==> config.mk <==
export PLATFORM = sky130hd
export DESIGN_NAME = btn_evt
export DESIGN_NICKNAME = d
export VERILOG_FILES = /design/src/rtl/btn_evt.sv
export SDC_FILE = /design/constraint.sdc
export NUM_CORES = 1
export LEC_CHECK = 0
export BUFFER_PORTS_ARGS = -buffer_cell sky130_fd_sc_hd__buf_2
export CELL_PAD_IN_SITES_DETAIL_PLACEMENT = 1
export CELL_PAD_IN_SITES_GLOBAL_PLACEMENT = 1
export CORE_UTILIZATION = 40
export CTS_CLUSTER_SIZE = 20
export DETAILED_ROUTE_END_ITERATION = 10
export PLACE_DENSITY = 0.67
export SYNTH_ARGS = -nofsm -noshare
export SYNTH_HDL_FRONTEND = slang
export SYNTH_SLANG_ARGS = --single-unit
==> constraint.sdc <==
create_clock -name clk -period 3 [get_ports clk]
set_clock_uncertainty 0.05 [all_clocks]
set_input_delay 0 -clock clk [delete_from_list [all_inputs] [get_ports clk]]
set_output_delay 0 -clock clk [all_outputs]
set_load 0.01 [all_outputs]
==> src/rtl/btn_evt.sv <==
// Button event classifier: turns a debounced, clock-synchronous button level
// into single-cycle press/click/long/repeat/release pulses plus a held level.
module btn_evt #(
  parameter int unsigned LONG_CYC = 25_000_000,
  parameter int unsigned REP_CYC  = 5_000_000,
  parameter int unsigned CNT_W    = 25
) (
  input  logic clk,
  input  logic rst_n,
  input  logic sig_i,
  output logic press_o,
  output logic click_o,
  output logic long_o,
  output logic rep_o,
  output logic rel_o,
  output logic held_o
);

  typedef enum logic [1:0] {IDLE, SHORT, LONG} state_e;

  localparam logic [CNT_W-1:0] LONG_LAST = CNT_W'(LONG_CYC - 1);
  localparam logic [CNT_W-1:0] REP_LAST  = CNT_W'(REP_CYC - 1);

  state_e           state_q, state_d;
  logic [CNT_W-1:0] cnt_q, cnt_d;
  logic             sig_q;
  logic             press_q, press_d;
  logic             click_q, click_d;
  logic             long_q, long_d;
  logic             rep_q, rep_d;
  logic             rel_q, rel_d;
  logic             held_q, held_d;

  // sig_q resets high so a button held through reset yields no press
  always_ff @(posedge clk or negedge rst_n) begin
    if (!rst_n) begin
      state_q <= IDLE;
      cnt_q   <= '0;
      sig_q   <= 1'b1;
      press_q <= 1'b0;
      click_q <= 1'b0;
      long_q  <= 1'b0;
      rep_q   <= 1'b0;
      rel_q   <= 1'b0;
      held_q  <= 1'b0;
    end else begin
      state_q <= state_d;
      cnt_q   <= cnt_d;
      sig_q   <= sig_i;
      press_q <= press_d;
      click_q <= click_d;
      long_q  <= long_d;
      rep_q   <= rep_d;
      rel_q   <= rel_d;
      held_q  <= held_d;
    end
  end

  always_comb begin
    state_d = state_q;
    cnt_d   = cnt_q;
    press_d = 1'b0;
    click_d = 1'b0;
    long_d  = 1'b0;
    rep_d   = 1'b0;
    rel_d   = 1'b0;
    unique case (state_q)
      IDLE: begin
        if (sig_i && !sig_q) begin
          state_d = SHORT;
          cnt_d   = '0;
          press_d = 1'b1;
        end
      end
      SHORT: begin
        // release is tested first so it wins over a coincident terminal count
        if (!sig_i) begin
          state_d = IDLE;
          click_d = 1'b1;
          rel_d   = 1'b1;
        end else if (cnt_q == LONG_LAST) begin
          state_d = LONG;
          cnt_d   = '0;
          long_d  = 1'b1;
        end else begin
          cnt_d = cnt_q + CNT_W'(1);
        end
      end
      LONG: begin
        if (!sig_i) begin
          state_d = IDLE;
          rel_d   = 1'b1;
        end else if (cnt_q == REP_LAST) begin
          cnt_d = '0;
          rep_d = 1'b1;
        end else begin
          cnt_d = cnt_q + CNT_W'(1);
        end
      end
      default: state_d = IDLE;
    endcase
    held_d = (state_d != IDLE);
  end

  assign press_o = press_q;
  assign click_o = click_q;
  assign long_o  = long_q;
  assign rep_o   = rep_q;
  assign rel_o   = rel_q;
  assign held_o  = held_q;

endmodule

* Word level (Yosys, flattened, before mapping) *
Cells that the tools add are included.

cells by class
  multiplexer cells = 22
  reduce and logical (&&, ||, !) cells = 7
  add/subtract/negate cells = 1
  equal/unequal tests = 7

operators with widths
  cell                                                                     number
  25-bit two-way mux                                                       5
  25-bit case mux with 3 select lines                                      1
  25-bit by 1-bit adder with 25-bit output, second input constant          1
  25-bit by 23-bit equality test with 1-bit output, second input constant  1
  25-bit equality test, second input constant                              1
  1-bit two-way mux                                                        11
  2-bit two-way mux                                                        4
  2-bit != test, second input constant                                     3
  2-bit case mux with 3 select lines                                       1
  4-bit AND reduction                                                      1
  3-bit nonzero test                                                       1
  2-bit by 1-bit equality test with 1-bit output, second input constant    1
  2-bit equality test, second input constant                               1
  2-bit logical NOT                                                        1
  2-bit nonzero test                                                       1
  2-bit OR reduction                                                       1
  1-bit logical AND                                                        1
  1-bit logical NOT                                                        1

word-level totals
  logic and storage cells = 46
  input bits = 3
  output and inout bits = 6
  register bits after elaboration = 34

* Logic depth before layout (Yosys ltp) *
Gate-level depths: netlist of the first run.

  word-level depth = 5
  gate-level depth with buffers = 10
  mapped depth without buffers = 7

* Worst setup path before layout of the first run *
Ideal clock, no wire load.

  path type = register -> register
  start = register state_q[0]
  end = register cnt_q[20]
  path buffers = 3
  slack = 0.890 ns
  setup time = 0.119 ns
  period minus slack after synthesis = 2.110 ns
  data arrival time = 1.941 ns
  stages on the path, launching flop included = 11
  cells stage by stage = dfrtp_1 -> inv_1 -> ha_1 -> o21bai_1 -> a21o_1 -> nor2b_1 -> clkbuf_1 -> o221a_2 -> buf_4 -> buf_6 -> nor2_1

between the ends
  cells in the longest elaborated chain, start to end = 3

ends and longest elaborated chain
  item                                                                          line  source
  from (decl)                                                                   24    state_e state_q, state_d;
  from (signal assigned)                                                        47    state_q <= state_d;
  2-bit by 1-bit equality test with 1-bit output, or another cell as far along  67    unique case (state_q)
  2-bit != test (no line) or 3-bit nonzero test (tied branches)                 --
  4-bit AND reduction (no line)                                                 --
  to (signal assigned)                                                          48    cnt_q <= cnt_d;
  to (decl)                                                                     25    logic [CNT_W-1:0] cnt_q, cnt_d;

Parallel ways exist; a longest one is shown, timed or not.
A chain may end at the register's enable or synchronous reset.

* Worst setup path after layout of the first run *
  start = register state_q[0]
  end = register cnt_q[11]

The elaborated chain is that of the path after synthesis.

==> flow_summary_export.csv, run 1 <==
group,metric,value,unit
run_status,status,"finished, final reports clean",
synth,synthFlopType,"dfrtp_1",
clocking,numCtsBuffers,5,
synth,synth.most_common_cell,"dfrtp_1",
detailed_routing,routed-via-count,1456,
critical_path,crit_fanout,19,
sta,period_share,0.842,
detailed_routing,dr.pass1.iters,4,
sta,setup_viol,0,
critical_path,crit_family,"compound AO/OA/AOI/OAI gates",
synth,synth_top_area_share,0.447,
critical_path,crit_type,"reg -> reg",
sta,fin_tns_setup,0,ns
synth,synth_area_leader_cell,"dfrtp_1",
detailed_routing,wl_per_cell,16.1,um
grt,grt_use_total,0.184,
synth,yosys_warnings,0,
placement,placed_area,1940,um2
clocking,cts_tree,"done",
clocking,cts_setup_buffers,0,
synth,ys_seq_area_frac,0.461,
clocking,clock_path_buffers,2,
critical_path,worstSetupStartpointType,"flip-flop",
critical_path,cpPeakStageDelay,0.46,ns
die,die_w,70.0,um
die,dieArea,4900,um2
layout,num_antenna_cells,0,
grt,grt_pass1_vias,1468,
sta,period_minus_slack,2.53,ns
synth,synth_edf_count,0,
detailed_routing,drtIter0Drc,75,
detailed_routing,drtAntennaViolNets,0,
sta,finalHoldViolCount,0,
critical_path,crit_path_end_kind,"flip-flop",
layout,layout.nets,218,
grt,overflow,0,
synth,ys_ff_latch,34,
critical_path,cp_slowest_cell,"dfrtp_1",
placement,place.port_buffers,8,
grt,antenna_found_initial,0,
sta,rsz0062_at_grt,"no",
synth,synthArstFlopShare,1.00,
power_and_ir_drop,powerDensity,579,nW/um2
critical_path,path_buf_inv,2,
critical_path,crit_required,3.10,ns
layout,final_area,2070,um2
detailed_routing,vias_per_cell,5.56,
synth,syn_area,1850,um2
synth,synth.avg_cell_area,9.53,um2
layout,drive_gt1_frac,0.119,
critical_path,crit_chain,"inv_1 -> ha_1 -> o21bai_1 -> a21o_1 -> nor2b_1 -> buf_4 -> o221a_2 -> nor2_1",
placement,dp_hpwl,2.99,mm
clocking,clk_pin_slew_worst_paths,0.07,ns
layout,area_growth,12.3,%
power_and_ir_drop,power.leakage,0.000907,uW
worst_hold_path,hold_path.class,"in -> async",
clocking,cts-root-buf,"clkbuf_8",
clocking,cts.sinks,34,
run,maxCapViolCount,0,
synth,synth.area.top_cells,"dfrtp_1 45%, xor2_1 5.2%, ha_1 4.1%",
placement,gp_congestion,0.762,
synth,yosys-top-cells-count,"33 x dfrtp_1, 18 x nand2_1, 17 x nor2_1",
sta,max_slew.worst_pin.slew,0.750,ns
die,core_area,4380,um2
grt,grt_pass1_wl,7.10,mm
die,die_y,70.0,um
detailed_routing,drt_wl_total,4.21,mm
die,ioPinCount,9,
grt,grt_max_degree,35,
sta,timing.slew.headroom,0.500,
clocking,clkLatencyLatePin,0.28,ns
power_and_ir_drop,peakVddDrop,285,uV
sta,max_clock_freq,0.396,GHz
die,initial_utilization,0.422,
synth,ys_types,44,
detailed_routing,drc,0,
die,rows,24,
clocking,cts_resized,0,
clocking,htreeDepth,2,
synth,postSynthCellCount,194,
synth,synthesis.nets,203,
sta,drv_slew,0,
critical_path,cp.arrival,2.62,ns
==> final cells by class <==
cell class | instances | area [um2]
Clock buffer | 8 | 110
Inverter | 10 | 37.5
Timing Repair Buffer | 13 | 82.6
Sequential cell | 34 | 852
Fill cell | 522 | 2310
Multi-Input combinational cell | 145 | 927
Tap cell | 52 | 65.1
==> logic make-up after synthesis <==
family	count (synthesis)	synth area share
flops	34	0.461
compound gates	36	0.121
buf+inv	15	0.0372
simple gates	90	0.279
fa+ha+maj	6	0.0406
xor+xnor	13	0.0616
==> per-layer routing <==
layer | track usage | vias to the layer above | wire (um)
met3 | 0.0303 | 5 | 90
met4 | 0.0667 | 0 | 46
met2 | 0.276 | 16 | 1820
li1 | - | 722 | -
met1 | 0.268 | 713 | 2250
met5 | 0 | - | 0
==> timing repair <==
| action | CTS | global route |
|---|---|---|
| hold buffers | 2 | 0 |
| setup endpoints to repair | 0 | 0 |
| endpoints found under the hold margin | 36 | 0 |
==> stage by stage <==
| step | util | hold slack (ns) | power, uW | instances | setup WS (ns) |
|---|---|---|---|---|---|
| 2_1_floorplan | - | -0.346 | 727 | 194 | 0.890 |
| 4_1_cts | 0.473 | 0.290 | 1220 | 262 | 0.450 |
| 5_1_grt | 0.473 | 0.338 | 1270 | 262 | 0.270 |
| 3_3_place_gp | 0.443 | 0.0556 | 798 | 252 | 0.578 |
| 6_report | 0.473 | 0.270 | 1200 | 262 | 0.474 |
| 3_5_place_dp | 0.443 | 0.0627 | 814 | 252 | 0.474 |
==> report_power, final <==
part	switching, uW	total, uW	internal, uW
logic	204	293	88.9
clock network	162	394	232
registers	24.7	514	490
total	391	1200	810
==> state kept, by name, indices dropped and copies added, names as in the netlist <==
name and count:
click_o 1, cnt_q 25, held_o 1, long_o 1
press_o 1, rel_o 1, rep_o 1, sig_q 1
state_q 2
==> path summary, 6_finish.rpt <==
| check | startpoint | cells past startpoint | endpoint | slack (ns) |
|---|---|---|---|---|
| worst max-delay path | state_q[0] | 8 | cnt_q[11] | 0.47 |
| worst min-delay path | rst_n | 2 | cnt_q[12] | 0.27 |
| worst max register to register | state_q[0] | 8 | cnt_q[11] | 0.47 |
| worst min register to register | cnt_q[1] | 2 | cnt_q[1] | 0.51 |
| max in group asynchronous | rst_n | 2 | cnt_q[7] | 2.16 |
| min in group clk | sig_i | 2 | sig_q | 0.40 |
==> placed cells by master, fill, tap and decap left out, types with 3 or more instances in the layout <==
cell,Yosys,final
nand3_1,8,8
nor2_1,17,17
nand2_1,18,18
dfrtp_1,33,33
o21ai_0,13,13
o2111ai_1,3,3
inv_1,10,10
xor2_1,11,11
clkbuf_8,0,8
buf_2,1,8
ha_1,6,6
buf_4,1,3
and3_1,8,8
or3_1,7,7
a31oi_1,3,3
nor2b_1,3,3
a21oi_1,8,8
nand4_1,9,9
(Power assumes the default switching activity.)
==> run 2, diff against run 1 <==
--- a/config.mk
+++ b/config.mk
@@ -11,7 +11,7 @@
 export CORE_UTILIZATION = 40
 export CTS_CLUSTER_SIZE = 20
 export DETAILED_ROUTE_END_ITERATION = 10
-export PLACE_DENSITY = 0.67
+export PLACE_DENSITY = 0.7
 export SYNTH_ARGS = -nofsm -noshare
 export SYNTH_HDL_FRONTEND = slang
 export SYNTH_SLANG_ARGS = --single-unit
==> constraint.sdc (replaced) <==
create_clock -name clk -period 2.1 [get_ports clk]
set_clock_uncertainty 0.05 [all_clocks]
set_input_delay 0 -clock clk [delete_from_list [all_inputs] [get_ports clk]]
set_output_delay 0 -clock clk [all_outputs]
set_load 0.01 [all_outputs]
==> run 2 against run 1 <==
Net effect:
- worst setup slack got worse by 0.42 ns
- die area did not move
- maximum frequency rose by 23%
- non-clock buffer count rose by 20
- largest power group unchanged
==> flow_summary_export.csv, run 2 (synthesis results as in run 1) <==
group,metric,value,unit
run_status,status,"finished, final reports clean",
detailed_routing,wl_met3,117,um
critical_path,cpPeakStageDelay,0.55,ns
die,die_y,70.0,um
die,ioPinCount,9,
detailed_routing,route.met2.wl,2.40,mm
critical_path,crit_path_start,"cnt_q[16]",
die,initial_utilization,0.422,
placement,gp_congestion,0.785,
detailed_routing,drt-met1-wl,2.12,mm
detailed_routing,drtIter0Drc,77,
grt,grt_max_degree,35,
clocking,cts-root-buf,"clkbuf_8",
grt,antenna_found_initial,0,
sta,drv_slew,0,
sta,setup_viol,0,
critical_path,path_buf_inv,1,
sta,rsz0062_at_grt,"yes",
power_and_ir_drop,power,1820,uW
critical_path,crit_path_end,"cnt_q[17]",
layout,final_area,2280,um2
layout,area_growth,23.2,%
layout,layout.nets,238,
grt,grt_pass1_vias,1676,
critical_path,crit_type,"reg -> reg",
layout,final_common_cell,"dfrtp_1",
die,core_area,4380,um2
critical_path,crit_fanout,19,
critical_path,worstSetupStartpointType,"flip-flop",
power_and_ir_drop,power_switching,579,uW
critical_path,worstRegToRegCells,6,
run,maxCapViolCount,0,
critical_path,r2r-end,"cnt_q[17]",
clocking,numCtsBuffers,5,
clocking,clock_path_buffers,2,
critical_path,cp_slowest_cell,"or4_4",
detailed_routing,dr.pass1.iters,4,
power_and_ir_drop,internal_power,1240,uW
power_and_ir_drop,powerDensity,799,nW/um2
detailed_routing,routed-via-count,1591,
placement,dp_hpwl,3.33,mm
layout,drive_gt1_frac,0.226,
detailed_routing,drtAntennaViolNets,0,
critical_path,crit_cells,6,
critical_path,crit_family,"simple AND/OR/NAND/NOR gates",
clocking,cts_tree,"done",
die,dieArea,4900,um2
grt,grt_use_total,0.205,
detailed_routing,drc,0,
layout,mostFrequentLayoutCells,"31 x dfrtp_1, 22 x buf_4, 18 x nand2_1",
sta,timing.slew.headroom,0.493,
critical_path,crit_chain,"or4_4 -> nor4_4 -> and3_1 -> o221a_2 -> buf_12 -> a21oi_1",
power_and_ir_drop,power.leakage,0.00101,uW
sta,finalHoldViolCount,0,
die,rows,24,
power_and_ir_drop,switching_share,0.319,
power_and_ir_drop,comb_power_share,0.286,
critical_path,reg2reg_slack,0.05,ns
detailed_routing,drt_wl_total,4.71,mm
placement,placed_area,2090,um2
layout,reg_top3,"cnt_q (25), state_q (2)",
detailed_routing,highest_layer,"met4",
worst_hold_path,hold_path.class,"in -> async",
critical_path,cp.arrival,2.17,ns
critical_path,reg2reg_from,"cnt_q[16]",
die,die_w,70.0,um
power_and_ir_drop,clkPwrFrac,0.314,
layout,largest_register,"cnt_q",
placement,place.port_buffers,8,
critical_path,crit_required,2.22,ns
power_and_ir_drop,p_seq_frac,0.400,
sta,max_slew.worst_pin.slew,0.761,ns
grt,overflow,0,
sta,period_minus_slack,2.05,ns
clocking,htreeDepth,2,
detailed_routing,wl_per_cell,16.7,um
layout,largest_reg_flops,25,
sta,hold_ws,0.263,ns
grt,grt_pass1_wl,7.96,mm
power_and_ir_drop,peakVddDrop,350,uV
sta,max_clock_freq,0.488,GHz
layout,num_antenna_cells,0,
detailed_routing,vias_per_cell,5.64,
clocking,cts.sinks,34,
sta,period_share,0.975,
clocking,clkLatencyLatePin,0.29,ns
critical_path,crit_path_end_kind,"flip-flop",
clocking,clk_pin_slew_worst_paths,0.07,ns
-- run 2: cell types whose count changed in the layout (fill, tap and decap cells not counted), sizes merged --
cell / change
buf: +20
-- run 2: stage by stage --
step	TNS, ns	std cells	utilization	setup slack (ns)
5_1_grt	-0.946	282	0.519	-0.0620
4_1_cts	0	280	0.507	0.0419
3_3_place_gp	0	270	0.477	0.0560
6_report	0	282	0.519	0.0527
2_1_floorplan	0	194	-	0.0834
3_5_place_dp	0	270	0.477	0.0582
-- run 2: per-layer routing --
| metal | GRT usage | up-vias |
|---|---|---|
| met5 | 0 | - |
| met4 | 0.0711 | 0 |
| met1 | 0.260 | 802 |
| met3 | 0.0418 | 8 |
| met2 | 0.345 | 17 |
| li1 | - | 764 |
-- run 2: power by group through the flow --
stage | logic, uW | registers, uW | clock network (uW)
floorplan | 288 | 752 | 0
global placement | 493 | 736 | 0
detailed placement | 511 | 740 | 0
CTS | 517 | 727 | 586
global route | 574 | 734 | 614
finish | 520 | 728 | 572
-- run 2: what timing repair did --
item	4_1_cts	5_1_grt
setup buffers	0	2
endpoints found under the hold margin	36	0
setup endpoints to repair	0	27
hold buffers	2	0
gates resized for setup	0	8
-- run 2: final cells by class --
cell class,count,area (um2)
Clock buffer,8,110
Fill cell,507,2110
Inverter,10,37.5
Multi-Input combinational cell,145,965
Sequential cell,34,855
Tap cell,52,65.1
Timing Repair Buffer,33,245
-- run 2: how the worst min path moves through the flow --
stage | depth (start not counted) | slack (ns) | to | start
after global routing | 2 | 0.35 | cnt_q[15] | rst_n
after CTS | 2 | 0.30 | cnt_q[23] | rst_n
after detailed placement | 1 | 0.07 | cnt_q[23] | rst_n
after global placement | 1 | 0.05 | cnt_q[15] | rst_n
after floorplan | 0 | -0.35 | click_o | rst_n
final | 2 | 0.26 | cnt_q[23] | rst_n
